File: src/rtl/spi_cmd_regfile.sv
// rtl/spi_cmd_regfile.sv - SPI frame decoder and radio control register file (optional SPI_CMD_PARITY_EN)
module spi_cmd_regfile #(
    parameter int          WIDTH       = 48,
    parameter logic [7:0]  VERSION     = 8'h24,
    parameter logic [23:0] WDOG_CYCLES = 24'd7_680_000
) (
    input  logic             clk,
    input  logic             reset,
    input  logic             spi_done,
    input  logic [WIDTH-1:0] spi_rdata,
    output logic [WIDTH-1:0] spi_tdata,
    output logic [31:0]      rx1_freq,
    output logic [31:0]      rx2_freq,
    output logic [31:0]      tx_freq,
    output logic [7:0]       drive_level,
    output logic [4:0]       att,
    output logic             ptt,
    output logic [7:0]       gpio_out,
    output logic             cfg_update,
    output logic             frame_err
);
    typedef enum logic [1:0] {S_IDLE, S_CHECK, S_RESP} state_t;

    state_t      state_q, state_d;
    logic [2:0]  sync_q;
    logic        done_rise;
    logic [47:0] word_q;
    logic [7:0]  addr_w;
    logic        wr_w;
    logic [5:0]  seq_w;
    logic [31:0] data_w;
    logic        latch_en, in_check, in_resp;
    logic        parity_bad, frame_bad, accept, wr_en, wr_ptt, wdog_hit, status_rd;
    logic [31:0] rx1_q, rx2_q, tx_q, rd_val;
    logic [7:0]  drive_q, gpio_q;
    logic [4:0]  att_q;
    logic        ptt_q, ovr_q, wdog_trip_q, err_q, cfg_update_q, frame_err_q;
    logic [15:0] err_cnt_q;
    logic [23:0] wdog_cnt_q;
    logic [47:0] tdata_q;

    assign done_rise = sync_q[1] & ~sync_q[2];
    assign addr_w    = word_q[47:40];
    assign wr_w      = word_q[39];
    assign seq_w     = word_q[38:33];
    assign data_w    = word_q[31:0];

`ifdef SPI_CMD_PARITY_EN
    assign parity_bad = ^word_q;
`else
    logic unused_parity_bit;
    assign unused_parity_bit = word_q[32];
    assign parity_bad = 1'b0;
`endif

    assign frame_bad = (addr_w > 8'd7) | (wr_w & (addr_w == 8'd7)) | parity_bad;
    assign accept    = in_check & ~frame_bad;
    assign wr_en     = accept & wr_w;
    assign wr_ptt    = wr_en & (addr_w == 8'd5);
    assign wdog_hit  = ptt_q & (wdog_cnt_q == WDOG_CYCLES - 24'd1);
    assign status_rd = (addr_w == 8'd7) & ~wr_w & ~err_q;

    // Two-stage synchronizer on spi_done plus one delay stage for edge detection
    always_ff @(posedge clk) begin
        if (reset) sync_q <= 3'b000;
        else       sync_q <= {sync_q[1:0], spi_done};
    end

    // FSM state register
    always_ff @(posedge clk) begin
        if (reset) state_q <= S_IDLE;
        else       state_q <= state_d;
    end

    // FSM next-state: one frame walks IDLE -> CHECK -> RESP -> IDLE
    always_comb begin
        state_d = state_q;
        case (state_q)
            S_IDLE:  if (done_rise) state_d = S_CHECK;
            S_CHECK: state_d = S_RESP;
            S_RESP:  state_d = S_IDLE;
            default: state_d = S_IDLE;
        endcase
    end

    // FSM outputs: per-state strobes used by the datapath
    always_comb begin
        latch_en = (state_q == S_IDLE) & done_rise;
        in_check = (state_q == S_CHECK);
        in_resp  = (state_q == S_RESP);
    end

    // Read mux: post-write register value, zero-extended; out-of-range reads return zero
    always_comb begin
        rd_val = 32'h0;
        case (addr_w)
            8'd0: rd_val = rx1_q;
            8'd1: rd_val = rx2_q;
            8'd2: rd_val = tx_q;
            8'd3: rd_val = {24'h0, drive_q};
            8'd4: rd_val = {27'h0, att_q};
            8'd5: rd_val = {31'h0, ptt_q};
            8'd6: rd_val = {24'h0, gpio_q};
            8'd7: rd_val = {VERSION, err_cnt_q, 6'b0, ovr_q, wdog_trip_q};
            default: rd_val = 32'h0;
        endcase
    end

    // Frame capture, validation result and one-cycle pulses
    always_ff @(posedge clk) begin
        if (reset) begin
            word_q       <= 48'h0;
            err_q        <= 1'b0;
            cfg_update_q <= 1'b0;
            frame_err_q  <= 1'b0;
            err_cnt_q    <= 16'h0;
        end else begin
            if (latch_en) word_q <= spi_rdata[47:0];
            if (in_check) err_q <= frame_bad;
            cfg_update_q <= wr_en;
            frame_err_q  <= in_check & frame_bad;
            if (in_check && frame_bad && err_cnt_q != 16'hFFFF) err_cnt_q <= err_cnt_q + 16'd1;
        end
    end

    // Control registers; a register-5 write overrides a coincident watchdog expiry
    always_ff @(posedge clk) begin
        if (reset) begin
            rx1_q   <= 32'h0;
            rx2_q   <= 32'h0;
            tx_q    <= 32'h0;
            drive_q <= 8'h0;
            att_q   <= 5'h0;
            ptt_q   <= 1'b0;
            gpio_q  <= 8'h0;
        end else begin
            if (wr_en && addr_w == 8'd0) rx1_q   <= data_w;
            if (wr_en && addr_w == 8'd1) rx2_q   <= data_w;
            if (wr_en && addr_w == 8'd2) tx_q    <= data_w;
            if (wr_en && addr_w == 8'd3) drive_q <= data_w[7:0];
            if (wr_en && addr_w == 8'd4) att_q   <= data_w[4:0];
            if (wr_en && addr_w == 8'd6) gpio_q  <= data_w[7:0];
            if (wr_ptt)        ptt_q <= data_w[0];
            else if (wdog_hit) ptt_q <= 1'b0;
        end
    end

    // Sticky status flags; a new event outranks a clearing status read
    always_ff @(posedge clk) begin
        if (reset) begin
            ovr_q       <= 1'b0;
            wdog_trip_q <= 1'b0;
        end else begin
            if (done_rise && state_q != S_IDLE) ovr_q <= 1'b1;
            else if (in_resp && status_rd)      ovr_q <= 1'b0;
            if (wdog_hit && !wr_ptt)            wdog_trip_q <= 1'b1;
            else if (in_resp && status_rd)      wdog_trip_q <= 1'b0;
        end
    end

    // PTT watchdog: held at zero while PTT is off and on every accepted frame
    always_ff @(posedge clk) begin
        if (reset)                 wdog_cnt_q <= 24'h0;
        else if (!ptt_q || accept) wdog_cnt_q <= 24'h0;
        else                       wdog_cnt_q <= wdog_cnt_q + 24'd1;
    end

    // Response word for the next frame
    always_ff @(posedge clk) begin
        if (reset)        tdata_q <= 48'h0;
        else if (in_resp) tdata_q <= {addr_w, ptt_q, err_q, seq_w, rd_val};
    end

    assign spi_tdata   = tdata_q;
    assign rx1_freq    = rx1_q;
    assign rx2_freq    = rx2_q;
    assign tx_freq     = tx_q;
    assign drive_level = drive_q;
    assign att         = att_q;
    assign ptt         = ptt_q;
    assign gpio_out    = gpio_q;
    assign cfg_update  = cfg_update_q;
    assign frame_err   = frame_err_q;
endmodule
File: config.mk
export PLATFORM = sky130hd
export DESIGN_NAME = spi_cmd_regfile
export DESIGN_NICKNAME = d
export VERILOG_FILES = /design/src/rtl/spi_cmd_regfile.sv
export SDC_FILE = /design/constraint.sdc
export NUM_CORES = 1
export LEC_CHECK = 0
export ABC_CLOCK_PERIOD_IN_PS = 3300
export CAP_MARGIN = 0
export CORE_UTILIZATION = 34
export CTS_CLUSTER_SIZE = 28
export DETAILED_ROUTE_END_ITERATION = 6
export PLACE_DENSITY = 0.55
export SYNTH_ARGS = -nofsm -noshare
export SYNTH_HDL_FRONTEND = slang
export SYNTH_SLANG_ARGS = --single-unit
export TNS_END_PERCENT = 1
File: constraint.sdc
create_clock -name clk -period 3.3 [get_ports clk]
set_input_delay 0.99 -clock clk [delete_from_list [all_inputs] [get_ports clk]]
set_output_delay 0.99 -clock clk [all_outputs]
set_load 0.02 [all_outputs]
Yosys cells after proc, flatten, opt, wreduce, memory -nomap -nowiden:

Cells that the tools add are included.

* add/sub/neg operators: 2
* magnitude comparators: 1
* equal/unequal tests: 12
* muxes and demuxes: 8
* bitwise operators: 15
* reductions and logical operators: 21

Operators with widths (count)
* 32-bit one-hot mux with 8 select lines: 1
* 8-bit by 3-bit == test with 1-bit output, second input constant: 4
* 24-bit by 1-bit adder with 24-bit output, second input constant: 1
* 24-bit by 23-bit == test with 1-bit output, second input constant: 1
* 16-bit by 1-bit adder with 16-bit output, second input constant: 1
* 8-bit by 2-bit == test with 1-bit output, second input constant: 2
* 16-bit inequality test, second input constant: 1
* 1-bit logical AND: 11
* 1-bit AND: 10
* 8-bit by 1-bit == test with 1-bit output, second input constant: 1
* 8-bit by 3-bit greater-than comparator with 1-bit output, second input constant: 1
* 8-bit zero test: 1
* 2-bit nonzero test: 4
* 1-bit two-way mux: 5
* 1-bit NOT: 4
* 2-bit one-hot mux with 2 select lines: 1
* 2-bit by 1-bit == test with 1-bit output, second input constant: 1
* 2-bit == test, second input constant: 1
* 1-bit zero test: 2
* 2-bit zero test: 1
* 2-bit two-way mux: 1
* 2-bit inequality test, second input constant: 1
* 2-bit OR reduction: 1
* 1-bit logical OR: 1
* 1-bit bitwise OR: 1

* register bits: 264
* input bits: 51
* output and inout port bits: 168
* word-level logic and storage cells: 77

Depth between registers and ports, before layout:

* depth in word-level cells: 10
* depth in mapped cells: 8
* depth with buffers taken out: 6

Worst setup path after synthesis:

No wires, ideal clock.

* path type: register to register
* from: reg word_q[43]
* to: reg ovr_q
* setup time: 0.132 ns
* data arrival time: 1.903 ns
* data required time: 3.168 ns
* slack: 1.264 ns
* cell stages (with the launch flop): 7
* path buffers: 1
* period minus slack after synthesis: 2.036 ns
* cells stage by stage: dfxtp_1 or4_1 buf_2 or2_4 or3_1 o41ai_1 a21oi_1

* cells in the longest elaborated chain, start to end: 5

Ends and longest elaborated chain
* start: declaration: RTL line 27 `logic [47:0] word_q;`
* start signal: assignment: RTL line 118 `if (latch_en) word_q <= spi_rdata[47:0];`
* 8-bit by 3-bit == test with 1-bit output: RTL line 61 `assign status_rd = (addr_w == 8'd7) & ~wr_w & ~err_q;`
* 1-bit AND (2 in a row): RTL line 61
* 1-bit logical AND: RTL line 155 `else if (in_resp && status_rd) ovr_q <= 1'b0;`
* 2-bit nonzero test (no line)
* end signal: assignment: RTL line 151 `ovr_q <= 1'b0;`
* end signal: assignment: RTL line 154 `if (done_rise && state_q != S_IDLE) ovr_q <= 1'b1;`
* end signal: assignment: RTL line 155
* end: declaration: RTL line 37 `logic ptt_q, ovr_q, wdog_trip_q, err_q, cfg_update_q, frame_err_q;`

Every way passes these cells.
A chain may end at the register's enable or synchronous reset.

Final worst setup path:

* from: reg ptt_q (netlist: ptt)
* to: out ptt

RTL lines
* start: declaration: RTL line 37
* start signal: assignment: RTL line 143 `if (wr_ptt) ptt_q <= data_w[0];`
* end: declaration: RTL line 17 `output logic ptt,`

No word-level cell between the ends.

==> metrics <==
status complete, no violations; HPWL after DPL 22700 um; fmax 0.3654 GHz; Antenna Nets Post-Route 0; Crit-path slowest cell clkdlybuf4s50_1; final setup skew between 0.015 and 0.02 ns; GR Util All Layers 0.2106; Die Y-Extent about 180 um; gp weighted congestion 0.7632; Peak VDD IR 0.3058 mV; Leakage Power around 4.6 nW; Bufs and invs on worst path 1; vias 9523; vias in the first global route approximately 8.9k; placed inst area 13080 um^2; hold buffers post-CTS 0; Worst Path Max Fanout 5; PortBufs roughly 220; syn_nets 1346; # DRC 0; Logic pwr share 0.036; Vias per Instance approximately 5; CTS sink cnt 263; I/O Pins ~220; Period minus WS final 2.736 ns; starting density of the core 0.3449; slew margin rel. 0.4062; ys async rst share 0; critical path, cell by cell clkdlybuf4s50_1; TritonCTS clock tree done; Mapped Cells about 1.3k; gr ovfl total 0; share of the synthesized area in the top cell type 0.5004; Reg clk slew, reported paths roughly 0.06 ns; Total Negative Setup Slacks 0 ns; pwr dens 498.8 nW/um^2; DIE WIDTH 177.9 um; post-layout util 0.4633; Switch Pwr about 0.0015 W; EDFF count, synth 0; CTS Root Cell clkbuf_16; FILL cells 3031; Post-Layout Inst Area 14130 um^2; area grow syn2layout 34.33%; cell taking the most area after synthesis dfxtp_1; setup repair after global routing missed its margin no; Routed WL per cell 17.95 um; Net Sw Frac 0.2125; worst-skew pair later-pin latency roughly 0.55 ns; Flop pwr share 0.458; Hold Vio Cnt, Final 0; Critical Path Max Stage Delay between 0.6 and 0.7 ns; Yosys reg bits 263; initial DRC count around 690; worst-margin pin slew about 0.9 ns; Bufs on Longest Clock Path 3; top post-synthesis cells by area dfxtp_1 50%, nand2_1 14%, a21oi_1 8.7%; final WL 33990 um; Critical Path Sink Type output pin; Final Cycle Share 0.8292; n_diodes 0; Site Rows 64; worst setup path class reg2out; post-CTS setup buffer count 0; Mean Syn Cell Area 8.137 um^2; total CTS buffers 29; WP data arrival 1.75 ns; Final nets approximately 1.5k; sequential area share after synthesis 0.5004; first-pass GRT wire length 51630 um; Syn. warnings 0; TritonRoute pass-1 iters 5; Die ar. ~32000 um^2; max-cap violations 0; core area around 30000 um^2; Top FF cell, synth dfxtp_1; Int Pwr 0.005551 W; share of layout cells above drive strength 1 0.06814; CP startpoint kind flop; Slew Limit Fails 0; largest net degree at the start of global routing a little over 70; Netlist Area Pre-Place 10520 um^2; # setup viols final 0; CTS HTree Levels 1; Cell variety after synth 50; clock share of power 0.506; CTS resizes 0; Hold WS 0.4512 ns; Placed Instances 1842; initial antenna violation count 0; hold crit path type reg2reg; Worst Path Required 2.31 ns; Cell Count, Final, Fillers Out 1893; Top Family by Delay on Critical Path buffers and inverters
registers in the layout, indices dropped and copies added, names as in the netlist, 2 cells and up:
signal / flops
att: 5
drive_level: 8
err_cnt_q: 16
gpio_out: 8
rx1_freq: 32
rx2_freq: 32
spi_tdata: 48
state_q: 2
sync_q: 3
tx_freq: 32
wdog_cnt_q: 24
word_q: 47
per-stage QoR:
| stage | total power (W) | worst slack [ns] |
|---|---|---|
| floorplan | 0.003423 | 1.264 |
| global placement | 0.003554 | 0.7297 |
| detailed placement | 0.003557 | 0.7050 |
| CTS | 0.007111 | 0.5221 |
| global route | 0.007283 | 0.5121 |
| finish | 0.007049 | 0.5636 |
worst paths after layout:
check,start,endpoint,slack (ns),cells past startpoint
worst max-delay path,ptt,ptt,0.56,1
worst min-delay path,word_q[36],spi_tdata[35],0.45,2
worst max register to register,word_q[43],rx2_freq[28],0.68,6
worst min register to register,word_q[36],spi_tdata[35],0.45,2
per-layer routing:
metal	up-vias	global-route usage	wire (um)
met3	34	0.02785	1563
met5	-	0	0
met1	4525	0.2933	15980
met4	0	0.04202	464
met2	231	0.3465	15980
li1	4733	-	-
synth_stat cells (all sizes together) (10+ instances only):
cell type	instances
a21oi	182
a22oi	20
buf	19
clkbuf	73
dfxtp	263
mux2i	45
nand2	400
nand3	27
nand4	10
nor2	64
nor3	11
nor4	14
o21ai	45
xnor2	17
xor2	15
logic make-up after synthesis:
kind of cell / count (synthesis) / synth area share
AO/OA/AOI/OAI: 268 / 0.1383
XOR/XNOR: 32 / 0.02664
adder cells (fa/ha/maj): 2 / 0.002378
buffers and inverters: 99 / 0.03722
flip-flops: 263 / 0.5004
multiplexers: 55 / 0.06101
AND/OR/NAND/NOR: 574 / 0.2340
power by group through the flow:
| stage | sequential, W | combinational (W) | clock (W) |
|---|---|---|---|
| finish | 0.00323 | 0.000256 | 0.00357 |
| detailed placement | 0.00330 | 0.000259 | 0 |
| global route | 0.00323 | 0.000279 | 0.00378 |
| global placement | 0.00330 | 0.000256 | 0 |
| floorplan | 0.00328 | 0.000140 | 0 |
| CTS | 0.00323 | 0.000259 | 0.00362 |
cell usage in the layout (no fill, tap or decap), types with 7 or more instances in the layout:
cell type,n
buf_4,28
nand2_1,398
xor2_1,15
nor3_1,9
nor2_1,63
mux4_2,7
o21ai_1,20
o21ai_0,25
bufinv_16,7
and4_1,7
nand3_1,27
nand4_1,10
clkdlybuf4s50_1,216
mux2i_1,45
dfxtp_1,261
clkbuf_16,29
xnor2_1,17
nor2b_1,7
inv_1,7
a21oi_1,182
nor4_1,13
a22oi_1,20
cell type report:
cell class	count	area, um^2	area share
clock buffer	38	809.5	0.05728
clock inverter	13	242.7	0.01717
inverter	7	26.28	0.001859
multi-input combinational	931	4906	0.3471
sequential	263	5270	0.3729
tap	396	495.5	0.03506
timing repair buffer	245	2384	0.1686
(Power assumes the default switching activity.)
